`src/rtl/sp_ram_bytewr_if.sv`:
```
// ----------------------------------------------------------------------------
// sp_ram_bytewr_if
//
// Purpose:
//   Bundles the access bus of the byte-writable single-port RAM so that the
//   requester and the memory share one typed connection.
//
// Signals:
//   clr        requester -> RAM  request a full re-clear of the array
//   wr_en      requester -> RAM  write request
//   rd_en      requester -> RAM  read request
//   be         requester -> RAM  byte enables, be[i] gates din byte i
//   add        requester -> RAM  word address
//   din        requester -> RAM  write data
//   dout       RAM -> requester  registered read data
//   dout_valid RAM -> requester  one-cycle pulse, dout updated by a read
//   busy       RAM -> requester  clear engine running, accesses ignored
//   err        RAM -> requester  one-cycle pulse, access address out of range
//
// Modports:
//   master  the requester side
//   slave   the RAM side
// ----------------------------------------------------------------------------
interface sp_ram_bytewr_if #(
    parameter int DATA_W = 8,
    parameter int ADDR_W = 6
);

    logic                  clr;
    logic                  wr_en;
    logic                  rd_en;
    logic [DATA_W/8-1:0]   be;
    logic [ADDR_W-1:0]     add;
    logic [DATA_W-1:0]     din;
    logic [DATA_W-1:0]     dout;
    logic                  dout_valid;
    logic                  busy;
    logic                  err;

    modport master (
        output clr,
        output wr_en,
        output rd_en,
        output be,
        output add,
        output din,
        input  dout,
        input  dout_valid,
        input  busy,
        input  err
    );

    modport slave (
        input  clr,
        input  wr_en,
        input  rd_en,
        input  be,
        input  add,
        input  din,
        output dout,
        output dout_valid,
        output busy,
        output err
    );

endinterface

```
`src/rtl/sp_ram_bytewr.sv`:
```
// ----------------------------------------------------------------------------
// sp_ram_bytewr
//
// Purpose:
//   Parametrised single-port synchronous RAM with per-byte write enables,
//   selectable read-during-write behaviour and a sequential clear engine.
//   The array itself has no reset; instead a small FSM walks every address
//   once after reset (or on request) and writes CLR_VAL, one word per cycle,
//   so the storage stays inferable as block RAM.
//
// Parameters:
//   DATA_W   word width in bits, a multiple of 8
//   ADDR_W   address width
//   DEPTH    number of words, 2 <= DEPTH <= 2**ADDR_W
//   WR_MODE  same-cycle read/write: 0 READ_FIRST, 1 WRITE_FIRST, 2 NO_CHANGE
//   CLR_VAL  value written into every word by the clear engine
//
// Ports:
//   clk      clock, everything on the rising edge
//   rst_n    asynchronous active-low reset
//   bus_io   access bus (slave side of sp_ram_bytewr_if)
// ----------------------------------------------------------------------------
module sp_ram_bytewr #(
    parameter int                 DATA_W  = 8,
    parameter int                 ADDR_W  = 6,
    parameter int                 DEPTH   = 64,
    parameter int                 WR_MODE = 0,
    parameter logic [DATA_W-1:0]  CLR_VAL = '0
) (
    input  logic                  clk,
    input  logic                  rst_n,
    sp_ram_bytewr_if.slave        bus_io
);

    localparam int NBYTES = DATA_W / 8;

    // Last address visited by the clear engine and the range limit, both
    // sized so comparisons against the address bus are width-exact.
    localparam logic [ADDR_W-1:0] LAST_ADDR = ADDR_W'(DEPTH - 1);
    localparam logic [ADDR_W:0]   DEPTH_L   = (ADDR_W + 1)'(DEPTH);

    typedef enum logic {
        CLEAR,
        IDLE
    } state_e;

    // ------------------------------------------------------------------
    // Storage and control state
    // ------------------------------------------------------------------
    logic [DATA_W-1:0]   ram [DEPTH];

    state_e              state_q;
    state_e              state_d;
    logic [ADDR_W-1:0]   cnt_q;
    logic [ADDR_W-1:0]   cnt_d;

    logic [DATA_W-1:0]   dout_q;
    logic [DATA_W-1:0]   dout_d;
    logic                dout_valid_q;
    logic                err_q;

    // Single memory write port, shared between clear engine and user writes
    logic                memWe;
    logic [NBYTES-1:0]   memBe;
    logic [ADDR_W-1:0]   memAddr;
    logic [DATA_W-1:0]   memWdata;

    logic                inRange;
    logic                rdFire;
    logic                errFire;
    logic                busyComb;
    logic [ADDR_W-1:0]   rdIdx;
    logic [DATA_W-1:0]   oldWord;
    logic [DATA_W-1:0]   mergedWord;
    logic [DATA_W-1:0]   readWord;

    // ------------------------------------------------------------------
    // Address decode and read data path
    // ------------------------------------------------------------------

    // The comparison is one bit wider than the address so DEPTH equal to
    // 2**ADDR_W needs no special case.
    assign inRange = ({1'b0, bus_io.add} < DEPTH_L);

    // Out-of-range reads are never committed, but the array index is still
    // steered to a legal word so simulation never indexes past the array.
    assign rdIdx   = inRange ? bus_io.add : '0;
    assign oldWord = ram[rdIdx];

    // Word as it will look after this cycle's write: new bytes where the
    // write enables them, stored bytes everywhere else. With no write in
    // the same cycle this is simply the stored word.
    always_comb begin
        mergedWord = oldWord;
        for (int i = 0; i < NBYTES; i++) begin
            if (bus_io.wr_en && bus_io.be[i]) begin
                mergedWord[8*i +: 8] = bus_io.din[8*i +: 8];
            end
        end
    end

    // READ_FIRST and NO_CHANGE both return the stored word when a read is
    // allowed to complete; NO_CHANGE differs only by suppressing the read,
    // which is handled in the output decode below.
    assign readWord = (WR_MODE == 1) ? mergedWord : oldWord;

    // ------------------------------------------------------------------
    // FSM process 1: state register
    // ------------------------------------------------------------------

    // Reset parks the engine at address 0 in CLEAR so that the array is
    // rebuilt word by word once rst_n is released.
    always_ff @(posedge clk or negedge rst_n) begin
        if (!rst_n) begin
            state_q <= CLEAR;
            cnt_q   <= '0;
        end else begin
            state_q <= state_d;
            cnt_q   <= cnt_d;
        end
    end

    // ------------------------------------------------------------------
    // FSM process 2: next-state logic
    // ------------------------------------------------------------------

    // CLEAR walks cnt from 0 to DEPTH-1 and then returns to IDLE with cnt
    // back at 0. In IDLE, clr restarts the walk and wins over any access.
    always_comb begin
        state_d = state_q;
        cnt_d   = cnt_q;
        unique case (state_q)
            CLEAR: begin
                if (cnt_q == LAST_ADDR) begin
                    cnt_d   = '0;
                    state_d = IDLE;
                end else begin
                    cnt_d   = cnt_q + 1'b1;
                end
            end
            IDLE: begin
                if (bus_io.clr) begin
                    cnt_d   = '0;
                    state_d = CLEAR;
                end
            end
            default: begin
                state_d = CLEAR;
                cnt_d   = '0;
            end
        endcase
    end

    // ------------------------------------------------------------------
    // FSM process 3: output / datapath control decode
    // ------------------------------------------------------------------

    // In CLEAR the write port is owned by the clear engine and every user
    // request is ignored. In IDLE a clr request drops the access entirely.
    // Out-of-range accesses raise err and touch neither memory nor dout.
    always_comb begin
        busyComb = 1'b0;
        memWe    = 1'b0;
        memBe    = '0;
        memAddr  = cnt_q;
        memWdata = CLR_VAL;
        rdFire   = 1'b0;
        errFire  = 1'b0;
        unique case (state_q)
            CLEAR: begin
                busyComb = 1'b1;
                memWe    = 1'b1;
                memBe    = '1;
                memAddr  = cnt_q;
                memWdata = CLR_VAL;
            end
            IDLE: begin
                if (!bus_io.clr) begin
                    memWe    = bus_io.wr_en && inRange;
                    memBe    = bus_io.be;
                    memAddr  = bus_io.add;
                    memWdata = bus_io.din;
                    // NO_CHANGE suppresses a read that coincides with a write
                    rdFire   = bus_io.rd_en && inRange &&
                               !((WR_MODE == 2) && bus_io.wr_en);
                    errFire  = (bus_io.wr_en || bus_io.rd_en) && !inRange;
                end
            end
            default: begin
                busyComb = 1'b1;
            end
        endcase
    end

    // dout only moves when a read completes; otherwise it holds.
    assign dout_d = rdFire ? readWord : dout_q;

    // ------------------------------------------------------------------
    // Memory array write port
    // ------------------------------------------------------------------

    // No reset on the array: it is initialised by the clear engine, which
    // keeps this block mappable onto block RAM with byte-write enables.
    always_ff @(posedge clk) begin
        if (memWe) begin
            for (int i = 0; i < NBYTES; i++) begin
                if (memBe[i]) begin
                    ram[memAddr][8*i +: 8] <= memWdata[8*i +: 8];
                end
            end
        end
    end

    // ------------------------------------------------------------------
    // Registered outputs
    // ------------------------------------------------------------------

    // dout_valid and err are single-cycle pulses; they can never coincide
    // because a read only fires for in-range addresses.
    always_ff @(posedge clk or negedge rst_n) begin
        if (!rst_n) begin
            dout_q       <= '0;
            dout_valid_q <= 1'b0;
            err_q        <= 1'b0;
        end else begin
            dout_q       <= dout_d;
            dout_valid_q <= rdFire;
            err_q        <= errFire;
        end
    end

    assign bus_io.dout       = dout_q;
    assign bus_io.dout_valid = dout_valid_q;
    assign bus_io.err        = err_q;
    assign bus_io.busy       = busyComb;

endmodule

```
`src/flat_wrapper.sv`:
```
// flat-port wrapper written by rule: the top's interface ports become plain ports
module sp_ram_bytewr_flat 
#(
    parameter int                 DATA_W  = 8,
    parameter int                 ADDR_W  = 6,
    parameter int                 DEPTH   = 64,
    parameter int                 WR_MODE = 0,
    parameter logic [DATA_W-1:0]  CLR_VAL = '0
)
  (clk, rst_n, bus_io_clr, bus_io_wr_en, bus_io_rd_en, bus_io_be, bus_io_add, bus_io_din, bus_io_dout, bus_io_dout_valid, bus_io_busy, bus_io_err);
  sp_ram_bytewr_if #(.DATA_W(DATA_W), .ADDR_W(ADDR_W)) bus_io_i ();
  input  logic clk;
  input  logic rst_n;
  input wire logic [$bits(bus_io_i.clr)-1:0] bus_io_clr;
  input wire logic [$bits(bus_io_i.wr_en)-1:0] bus_io_wr_en;
  input wire logic [$bits(bus_io_i.rd_en)-1:0] bus_io_rd_en;
  input wire logic [$bits(bus_io_i.be)-1:0] bus_io_be;
  input wire logic [$bits(bus_io_i.add)-1:0] bus_io_add;
  input wire logic [$bits(bus_io_i.din)-1:0] bus_io_din;
  output wire logic [$bits(bus_io_i.dout)-1:0] bus_io_dout;
  output wire logic [$bits(bus_io_i.dout_valid)-1:0] bus_io_dout_valid;
  output wire logic [$bits(bus_io_i.busy)-1:0] bus_io_busy;
  output wire logic [$bits(bus_io_i.err)-1:0] bus_io_err;
  assign bus_io_i.clr = bus_io_clr;
  assign bus_io_i.wr_en = bus_io_wr_en;
  assign bus_io_i.rd_en = bus_io_rd_en;
  assign bus_io_i.be = bus_io_be;
  assign bus_io_i.add = bus_io_add;
  assign bus_io_i.din = bus_io_din;
  assign bus_io_dout = bus_io_i.dout;
  assign bus_io_dout_valid = bus_io_i.dout_valid;
  assign bus_io_busy = bus_io_i.busy;
  assign bus_io_err = bus_io_i.err;
  sp_ram_bytewr #(.DATA_W(DATA_W), .ADDR_W(ADDR_W), .DEPTH(DEPTH), .WR_MODE(WR_MODE), .CLR_VAL(CLR_VAL)) u_core (.clk(clk), .rst_n(rst_n), .bus_io(bus_io_i));
endmodule
```
`config.mk`:
```
export PLATFORM = sky130hd
export DESIGN_NAME = sp_ram_bytewr_flat
export DESIGN_NICKNAME = d
export VERILOG_FILES = /design/src/rtl/sp_ram_bytewr_if.sv /design/src/rtl/sp_ram_bytewr.sv /design/src/flat_wrapper.sv
export SDC_FILE = /design/constraint.sdc
export NUM_CORES = 1
export LEC_CHECK = 0
export BUFFER_PORTS_ARGS = -buffer_cell sky130_fd_sc_hd__buf_2
export CORE_MARGIN = 2
export CORE_UTILIZATION = 50
export CTS_BUF_LIST = sky130_fd_sc_hd__clkbuf_8
export DETAILED_ROUTE_END_ITERATION = 10
export PLACE_DENSITY = 0.69
export REMOVE_ABC_BUFFERS = 1
export SLEW_MARGIN = 20
export SYNTH_ARGS = -nofsm -noshare
export SYNTH_HDL_FRONTEND = slang
export SYNTH_SLANG_ARGS = --single-unit
export TNS_END_PERCENT = 10
```
`constraint.sdc`:
```
create_clock -name clk -period 2.88 [get_ports clk]
set_input_delay 0.576 -clock clk [delete_from_list [all_inputs] [get_ports clk]]
set_output_delay 0.576 -clock clk [all_outputs]
set_load 0.02 [all_outputs]
```
==> results of run 1 <==
[final cells by class]
class / count / area, um^2 / share of cell area
Sequential cell: 528 / 15800 / 0.655
Multi-Input combinational cell: 494 / 4770 / 0.198
Inverter: 3 / 11.3 / 0.000467
Clock buffer: 86 / 1180 / 0.0491
Clock inverter: 64 / 359 / 0.0149
Timing Repair Buffer: 159 / 1320 / 0.0548
Tap cell: 532 / 666 / 0.0276
[how the worst max path moves through the flow]
stage	start	end	cells past startpoint	slack [ns]
2_1_floorplan	bus_io_clr	u_core.ram[16][0]	5	-0.008
3_3_place_gp	bus_io_add[2]	u_core.bus_io.dout[7]	9	-0.004
3_5_place_dp	bus_io_add[2]	u_core.bus_io.dout[0]	9	-0.02
4_1_cts	u_core.state_q	u_core.ram[3][2]	5	0.35
5_1_grt	u_core.state_q	u_core.ram[3][4]	5	0.08
6_report	u_core.state_q	u_core.ram[3][2]	5	0.27
[worst max-delay path, stage by stage, from the launching register on]
cell     delay (ns)
dfrtp_1        0.36
nor2b_2        0.44
mux2i_1        0.49
nand3_1        0.52
nor2_1         0.30
buf_4          0.20
[layer usage]
| metal | up-vias | track usage | share of wire |
|---|---|---|---|
| met5 | - | 0 | 0 |
| met4 | 0 | 0.0702 | 0.020 |
| met3 | 68 | 0.0463 | 0.071 |
| met2 | 380 | 0.327 | 0.47 |
| met1 | 5529 | 0.299 | 0.43 |
| li1 | 4816 | - | - |
[state kept, by name (all words and copies together), names as in the netlist]
signal / cells
u_core.ram: 512
u_core.bus_io.dout: 8
u_core.cnt_q: 6
u_core.bus_io.dout_valid: 1
u_core.state_q: 1
[where the power goes]
part / internal, W / switching [W]
combinational: 0.000805 / 0.00143
clock: 0.00306 / 0.00283
sequential: 0.00903 / 0.000218
total: 0.0129 / 0.00449
[through the flow]
stage	hold slack [ns]	setup WS, ns	std cells
after floorplan	0.280	-0.00826	1025
after global placement	0.500	-0.00418	1715
after detailed placement	0.498	-0.0200	1715
after CTS	0.193	0.351	1866
after global routing	0.229	0.0774	1866
final	0.223	0.271	1866
[cell families (layout without fill, tap and decap cells)]
family	Yosys count	in the layout	share of synthesized area
AO/OA/AOI/OAI	118	118	0.0442
XOR/XNOR	3	3	0.00126
adder cells (fa/ha/maj)	1	1	0.000599
buffers and inverters	62	312	0.0161
flip-flops	528	528	0.756
multiplexers	212	212	0.148
other	1	1	0.000180
AND/OR/NAND/NOR	159	159	0.0336
[synthesized netlist by cell type, drive strengths merged]
master / instances / area, um^2
o21ai: 6 / 30.0
and2b: 1 / 7.51
a22o: 8 / 70.1
nand3b: 2 / 15.0
mux2i: 131 / 1310
nand2b: 2 / 12.5
a211oi: 8 / 60.1
or2: 1 / 6.26
xnor2: 3 / 26.3
dfrtp: 16 / 400
o2bb2ai: 2 / 17.5
o31ai: 2 / 15.0
a221oi: 8 / 70.1
nand2: 43 / 164
inv: 3 / 11.3
and2: 9 / 56.3
o41ai: 1 / 8.76
a21boi: 1 / 7.51
and3: 1 / 6.26
a32oi: 8 / 70.1
o22ai: 10 / 62.6
nor3: 8 / 40.0
or3b: 1 / 8.76
or3: 1 / 6.26
a22oi: 48 / 360
conb: 1 / 3.75
nor2: 71 / 267
edfxtp: 512 / 15400
a221o: 8 / 80.1
clkbuf: 22 / 82.6
nor2b: 13 / 81.3
nand3: 6 / 30.0
ha: 1 / 12.5
o221ai: 8 / 70.1
mux4: 72 / 1680
mux2: 9 / 101
buf: 37 / 243
==> metrics.txt, run 1 <==
post-synthesis register bit count=~530; Total Power=0.0174 W; clk_skew=approximately 0.036 ns; final setup violation count=0; Hold Buf Count CTS=1; PwrDens=about 700 mW/mm^2; Reg2Reg Depth=5; status=finished, final reports clean; gp weighted congestion=between 0.8 and 0.9; critical path required time=3.23 ns; fin nets=1288; Skew-Pair Late Insertion Delay=about 0.65 ns; FP Rows=74; post-route minimum period=between 2 and 3 ns; most common cell after layout, fill and taps aside=edfxtp_1; most frequent cells in the layout=edfxtp_1, mux2i_1, buf_4; I/O Buffers=29; gr ovfl total=0; sequential share of the synthesized area=0.756; hold path cells=2; Max Slew Vio Count=0; Reg2Reg Setup Slack=0.27 ns; 1st-iter DRT viols=1041; maximum vdd ir drop=approximately 0.00053 V; critical setup path kind=flip-flop to flip-flop; r2r endpoint=u_core.ram[3][2]; Synth cell types=43; RSZ-0062 raised after global routing=no; Util after Layout=0.587; Worst setup EP type=flip-flop; Pleak=roughly 8.5 nW; wire per inst=approximately 24 um; first-pass GRT wire length=67.6 mm; Inserted Diodes=0; Max H-tree Level=3; DRC Markers=0; Die ar.=0.0434 mm^2; Mapped Area=between 0.02 and 0.025 mm^2; Syn Area/Cell=between 15 and 20 um^2; die extent in x=208 um; final setup TNS=0 ns; DP Area=approximately 0.023 mm^2; worst hold path endpoint=u_core.cnt_q[1]; cell count after synthesis=1084; clock sink count=between 500 and 600; CTS tree=built; starting density of the core=0.509; CTS Buf Count=between 80 and 90; gr usage total=0.210; crit start category=flip-flop; Post-CTS Setup Bufs=0; worst flop-to-flop path startpoint=u_core.state_q; critical path arrival=a little under 3 ns; clock buffer depth=3; largest net degree at the start of global routing=65; clock-pin slew on the worst setup and hold paths=around 0.060 ns; layout cell share with drive strength beyond 1=0.257; DP HPWL=roughly 28 mm; final std cell area, no fill=0.0241 mm^2; initial antenna violation count=0; post-cts sizing count=0; Fmax achieved=approximately 380 MHz; area grow syn2layout=15.4%; Tcrit/Tclk final=0.906; Die Y=approximately 210 um; final wirelength=around 45 mm; Crit Path Max Fanout=10; HP Class=input pin to flip-flop; iteration count of the initial detailed-routing pass=5; # IOs=31; Warnings, synthesis=0; Via density=slightly below 6; Rel. slew slack=0.549; Max-Cap Viols=0; slew of the pin with the lowest slew margin=0.674 ns; Root Buffer=clkbuf_8; vias in the first global route=approximately 11k; DR vias=between 10k and 15k; hold path startpoint=bus_io_clr; ANT nets after route=0; Hold Fails Final Rpt=0; core area=about 0.041 mm^2; Filler cells=between 2k and 3k
Power figures use the tool's default switching activity.
==> inputs of run 2 (changes only) <==
--- a/config.mk
+++ b/config.mk
@@ -10,7 +10,7 @@
 export CORE_UTILIZATION = 50
 export CTS_BUF_LIST = sky130_fd_sc_hd__clkbuf_8
 export DETAILED_ROUTE_END_ITERATION = 10
-export PLACE_DENSITY = 0.69
+export PLACE_DENSITY = 0.71
 export REMOVE_ABC_BUFFERS = 1
 export SLEW_MARGIN = 20
 export SYNTH_ARGS = -nofsm -noshare
==> constraint.sdc (replaced) <==
create_clock -name clk -period 2.39 [get_ports clk]
set_input_delay 0.478 -clock clk [delete_from_list [all_inputs] [get_ports clk]]
set_output_delay 0.478 -clock clk [all_outputs]
set_load 0.02 [all_outputs]
==> run 2 against run 1 <==
  * Via count is 2.2% higher
  * Routed wire length is 2.2% higher
  * Setup slack worse by 0.16 ns
  * Register-to-register slack worse by 0.16 ns
  * Clock skew is 0.0050 ns lower
  * Global-route usage is 0.13 points higher
  * Design area is 0.64% higher
  * Critical path depth stayed put
  * Critical path type unchanged
==> metrics.txt, run 2 (synthesized netlist as in run 1, its figures left out) <==
worst setup path end=u_core.bus_io.dout[2] (was u_core.ram[3][2]); core area=0.0410 mm^2 (unchanged); Biggest register=u_core.ram (unchanged); Tcrit/Tclk final=0.954 (was 0.906); Post-Place Cells=1738 (was 1715); starting density of the core=0.509 (unchanged); Fmax achieved=438 MHz (was 383 MHz); slowest cell delay on critical path=0.51 ns (was 0.52 ns); Util after Layout=0.591 (was 0.587); Max Slew Vio Count=0 (unchanged); wire per inst=24.2 um (was 23.9 um); clock sink count=528 (unchanged); WP depth=5 (unchanged); # IOs=31 (unchanged); CTS tree=built (unchanged); ANT nets after route=0 (unchanged); Rel. slew slack=0.581 (was 0.549); maximum vdd ir drop=0.000692 V (was 0.000530 V); Via density=5.85 (was 5.78); most common cell after layout, fill and taps aside=edfxtp_1 (unchanged); Crit Path Max Fanout=1 (was 10); status=finished, final reports clean (unchanged); CP Cell Sequence=mux4_2 > mux4_2 > o22ai_1 > nor3_1 > a221o_1 (was nor2b_2 > mux2i_1 > nand3_1 > nor2_1 > buf_4); PwrDens=859 mW/mm^2 (was 722 mW/mm^2); grt peak-use layer=met2 (unchanged); vias in the first global route=11.0k (about the same); clock-pin slew on the worst setup and hold paths=0.06 ns (about the same); max FFs per register=512 (unchanged); M1 GR Usage=0.306 (was 0.299); Crit. Startpoint=u_core.ram[14][2] (was u_core.state_q); Root Buffer=clkbuf_8 (unchanged); largest net degree at the start of global routing=65 (unchanged); DRC Markers=0 (unchanged); r2r endpoint=u_core.bus_io.dout[2] (was u_core.ram[3][2]); RSZ-0062 raised after global routing=no (unchanged); CTS Buf Count=81 (unchanged); final setup violation count=0 (unchanged); Post-CTS Setup Bufs=0 (unchanged); I/O Buffers=29 (unchanged); post-route minimum period=2.28 ns (was 2.61 ns); iteration count of the initial detailed-routing pass=5 (unchanged); Skew-Pair Late Insertion Delay=0.64 ns (was 0.65 ns); clk_skew=0.0311 ns (was 0.0361 ns); initial antenna violation count=0 (unchanged); area grow syn2layout=16.2% (was 15.4%); Reg2Reg Setup Slack=0.11 ns (was 0.27 ns); Worst setup EP type=flip-flop (unchanged); Reg2Reg Depth=5 (unchanged); Filler cells=2932 (was 2961); Die Y=208 um (unchanged); critical path required time=2.91 ns (was 3.23 ns); fin nets=1311 (was 1288); slew of the pin with the lowest slew margin=0.626 ns (was 0.674 ns); Pleak=8.57 nW (was 8.47 nW); Die ar.=0.0434 mm^2 (unchanged); die extent in x=208 um (unchanged); family with the most delay on the worst path=multiplexers (was simple AND/OR/NAND/NOR gates); layout cell share with drive strength beyond 1=0.273 (was 0.257); CP bufs+invs=0 (was 1); GR Layer Usage met2=0.320 (was 0.327); Max H-tree Level=3 (unchanged); DP HPWL=28.6 mm (was 27.9 mm); critical path arrival=2.80 ns (was 2.96 ns); worst flop-to-flop path startpoint=u_core.ram[14][2] (was u_core.state_q); Inserted Diodes=0 (unchanged); Crit-path slowest cell=mux4_2 (was nand3_1); DP Area=0.0228 mm^2 (was 0.0225 mm^2); M3 GR Usage=0.0468 (was 0.0463); HP Class=input pin to flip-flop (unchanged); first-pass GRT wire length=68.1 mm (was 67.6 mm); critical setup path kind=flip-flop to flip-flop (unchanged); Hold Fails Final Rpt=0 (unchanged); FP Rows=74 (unchanged); hold path startpoint=bus_io_clr (unchanged); Max-Cap Viols=0 (unchanged); gr ovfl total=0 (unchanged); final std cell area, no fill=0.0242 mm^2 (was 0.0241 mm^2); clock buffer depth=3 (unchanged); gr usage total=0.212 (was 0.210); 1st-iter DRT viols=1221 (was 1041); most frequent cells in the layout=edfxtp_1, buf_4, mux2i_1 (was edfxtp_1, mux2i_1, buf_4); DR vias=11.0k (was 10.8k); Final Instance Count excl. Fillers=1886 (was 1866); final hold slack=0.234 ns (was 0.223 ns); Crit path top cell by count=mux4_2; crit start category=flip-flop (unchanged); gp weighted congestion=0.884 (was 0.876); Total Power=0.0208 W (was 0.0174 W); final wirelength=45.6 mm (was 44.7 mm)
[run 2: routing by layer]
metal,vias to the layer above,routed length [um]
li1,4860,-
met1,5666,19900
met2,426,21100
met3,79,3400
met4,0,1240
met5,-,0
[run 2: where the power goes]
group          leakage, nW  switching [W]  internal [W]
clock                0.866        0.00338       0.00335
combinational         2.80        0.00179       0.00114
sequential            4.91       0.000272        0.0109
total                 8.57        0.00544        0.0154
[run 2: worst min path at each step]
stage                                     to  slack [ns]  cells after the start
CTS                          u_core.cnt_q[1]        0.17                      3
finish                       u_core.cnt_q[1]        0.23                      3
global route                 u_core.cnt_q[1]        0.22                      3
floorplan              u_core.bus_io.dout[0]        0.18                      0
global placement    u_core.bus_io.dout_valid        0.43                      1
detailed placement  u_core.bus_io.dout_valid        0.44                      1
[run 2: worst min-delay path: cells and delay by family]
kind / cells / cell delay, ns
AOI/OAI and AO/OA: 1 / 0.07
buffers and inverters: 2 / 0.26
[run 2: timing repair]
item                                    CTS  global route
hold buffers                              1             0
hold endpoints to repair                 16             0
endpoints found under the setup margin   49           120
resized for setup                         6             4
[run 2: final cells by class]
| type | count | area, um^2 | share of cell area |
|---|---|---|---|
| clock inverter | 64 | 305 | 0.0126 |
| sequential | 528 | 15800 | 0.651 |
| timing repair buffer | 182 | 1540 | 0.0637 |
| tap | 532 | 666 | 0.0275 |
| multi-input combinational | 494 | 4800 | 0.198 |
| clock buffer | 83 | 1140 | 0.0471 |
| inverter | 3 | 11.3 | 0.000464 |
[run 2: per-stage QoR]
step	TNS, ns	setup slack (ns)
after floorplan	-319.75	-0.434
after global placement	-29.40	-0.442
after detailed placement	-41.77	-0.472
after CTS	-0.229	-0.0298
after global routing	0	0.0399
final	0	0.109
==> inputs of run 3 (changes only) <==
--- a/config.mk
+++ b/config.mk
@@ -11,7 +11,6 @@
 export CTS_BUF_LIST = sky130_fd_sc_hd__clkbuf_8
 export DETAILED_ROUTE_END_ITERATION = 10
 export PLACE_DENSITY = 0.71
-export REMOVE_ABC_BUFFERS = 1
 export SLEW_MARGIN = 20
 export SYNTH_ARGS = -nofsm -noshare
 export SYNTH_HDL_FRONTEND = slang
==> run 3 against run 2 <==
  * Die area unchanged
  * Non-clock buffer count down 40
  * Sequential power about the same
  * Maximum frequency down 1.9%
  * Global-route usage down 0.43 points
  * Sequential cell count unchanged
  * Clock power about the same
  * Clock skew down 0.0012 ns
  * Cell count down 2.3%
  * Largest cell class unchanged
  * Highest routed layer unchanged
==> metrics.txt, run 3 (synthesized netlist as in run 1, its figures left out) <==
status=finished, final reports clean (unchanged); HP Class=input pin to flip-flop (unchanged); critical setup path kind=input pin to flip-flop (was flip-flop to flip-flop); post-route minimum period=2.33 ns (was 2.28 ns); iteration count of the initial detailed-routing pass=5 (unchanged); clock buffer depth=3 (unchanged); most common cell after layout, fill and taps aside=edfxtp_1 (unchanged); CP Cell Sequence=buf_8 > buf_4 > buf_16 > mux2i_1 > a22oi_1 > a32oi_1 > o221ai_1 > a221o_1 (was mux4_2 > mux4_2 > o22ai_1 > nor3_1 > a221o_1); max FFs per register=512 (unchanged); wire per inst=24.0 um (was 24.2 um); Biggest register=u_core.ram (unchanged); critical path required time=2.89 ns (was 2.91 ns); gr ovfl total=0 (unchanged); clk_skew=0.0299 ns (was 0.0311 ns); Max H-tree Level=3 (unchanged); most frequent cells in the layout=edfxtp_1, mux2i_1, clkbuf_8 (was edfxtp_1, buf_4, mux2i_1); final setup TNS=0 ns (unchanged); CTS Buf Count=81 (unchanged); largest net degree at the start of global routing=65 (unchanged); final worst slack=0.0639 ns (was 0.109 ns); synthesized net count=between 1k and 1.5k; clock-pin slew on the worst setup and hold paths=0.06 ns (about the same); Max-Cap Viols=0 (unchanged); FP Rows=74 (unchanged); final wirelength=44.3 mm (was 45.6 mm); clock sink count=528 (unchanged); Post-CTS Setup Bufs=0 (unchanged); area grow syn2layout=18.7% (was 16.2%); Filler cells=2858 (was 2932); 1st-iter DRT viols=756 (was 1221); Fmax achieved=430 MHz (was 438 MHz); Die Y=208 um (unchanged); # IOs=31 (unchanged); gr usage total=0.207 (was 0.212); RSZ-0062 raised after global routing=no (unchanged); DP HPWL=28.5 mm (was 28.6 mm); Crit Path Max Fanout=35 (was 1); ANT nets after route=0 (unchanged); DR vias=10.6k (was 11.0k); Hold Fails Final Rpt=0 (unchanged); Inserted Diodes=0 (unchanged); critical path arrival=2.83 ns (was 2.80 ns); crit start category=input pin (was flip-flop); CTS tree=built (unchanged); DP Area=0.0233 mm^2 (was 0.0228 mm^2); die extent in x=208 um (unchanged); DRC Markers=0 (unchanged); PwrDens=854 mW/mm^2 (was 859 mW/mm^2); Max Slew Vio Count=0 (unchanged); Skew-Pair Late Insertion Delay=0.64 ns (about the same); Die ar.=0.0434 mm^2 (unchanged); gp weighted congestion=0.848 (was 0.884); initial antenna violation count=0 (unchanged); layout cell share with drive strength beyond 1=0.294 (was 0.273); slowest cell delay on critical path=0.41 ns (was 0.51 ns); final hold slack=0.191 ns (was 0.234 ns); Tcrit/Tclk final=0.973 (was 0.954); slew of the pin with the lowest slew margin=0.621 ns (was 0.626 ns); Worst setup EP type=flip-flop (unchanged); vias in the first global route=11.0k (about the same); Via density=5.77 (was 5.85); Crit-path slowest cell=a32oi_1 (was mux4_2); starting density of the core=0.509 (unchanged); final setup violation count=0 (unchanged); post-placement setup slack=-0.648 ns (was -0.472 ns); Root Buffer=clkbuf_8 (unchanged); maximum vdd ir drop=0.000618 V (was 0.000692 V); fin nets=1271 (was 1311); core area=0.0410 mm^2 (unchanged); first-pass GRT wire length=66.9 mm (was 68.1 mm); final std cell area, no fill=0.0248 mm^2 (was 0.0242 mm^2); Rel. slew slack=0.584 (was 0.581); Total Power=0.0211 W (was 0.0208 W); Pleak=8.48 nW (was 8.57 nW); I/O Buffers=29 (unchanged)
## run 3: layout make-up
type                            instances  area, um^2  share of cell area
Sequential cell                       528       15800               0.637
Inverter                                3        11.3            0.000455
Clock buffer                           85        1170              0.0472
Timing Repair Buffer                  142        1810              0.0729
Clock inverter                         58         285              0.0115
Multi-Input combinational cell        494        5050               0.204
Tap cell                              532         666              0.0269
## run 3: final timing paths
path                                 startpoint  slack, ns                       end  cells after the start
worst max-delay path              bus_io_add[2]       0.06     u_core.bus_io.dout[0]                      8
worst min-delay path               bus_io_rd_en       0.19  u_core.bus_io.dout_valid                      3
worst max register to register   u_core.state_q       0.15         u_core.ram[10][6]                      6
worst min register to register  u_core.cnt_q[5]       0.59           u_core.cnt_q[5]                      2
max in group asynchronous                 rst_n       1.75           u_core.cnt_q[4]                      2
min in group asynchronous                 rst_n       0.31     u_core.bus_io.dout[2]                      2
## run 3: through the flow
stage / utilization / instances
final: 0.604 / 1842
after global routing: 0.604 / 1842
after CTS: 0.603 / 1841
after detailed placement: 0.567 / 1697
after global placement: 0.567 / 1697
after floorplan: - / 1084
## run 3: repair_timing
item | in CTS | in global routing
resized for setup | 0 | 1
endpoints found under the hold margin | 16 | 0
hold buffers | 1 | 0
endpoints found under the setup margin | 0 | 6
## run 3: layer usage
| metal | track usage | up-vias | wire (um) |
|---|---|---|---|
| met2 | 0.342 | 309 | 22000 |
| met1 | 0.279 | 5460 | 19000 |
| met4 | 0.0772 | 0 | 1080 |
| li1 | - | 4785 | - |
| met5 | 0 | - | 0 |
| met3 | 0.0367 | 68 | 2170 |
## run 3: power breakdown
| part | internal [W] | leakage, nW | total (W) | switching (W) |
|---|---|---|---|---|
| Clock | 0.00341 | 0.821 | 0.00673 | 0.00332 |
| Combinational | 0.00126 | 2.76 | 0.00320 | 0.00195 |
| Sequential | 0.0109 | 4.91 | 0.0112 | 0.000327 |
| Total | 0.0156 | 8.48 | 0.0211 | 0.00559 |
## run 3: worst max-delay path, delay by kind of cell
family / cells / cell delay [ns]
buffers and inverters: 3 / 0.81
muxes: 1 / 0.30
AOI/OAI and AO/OA: 4 / 1.16
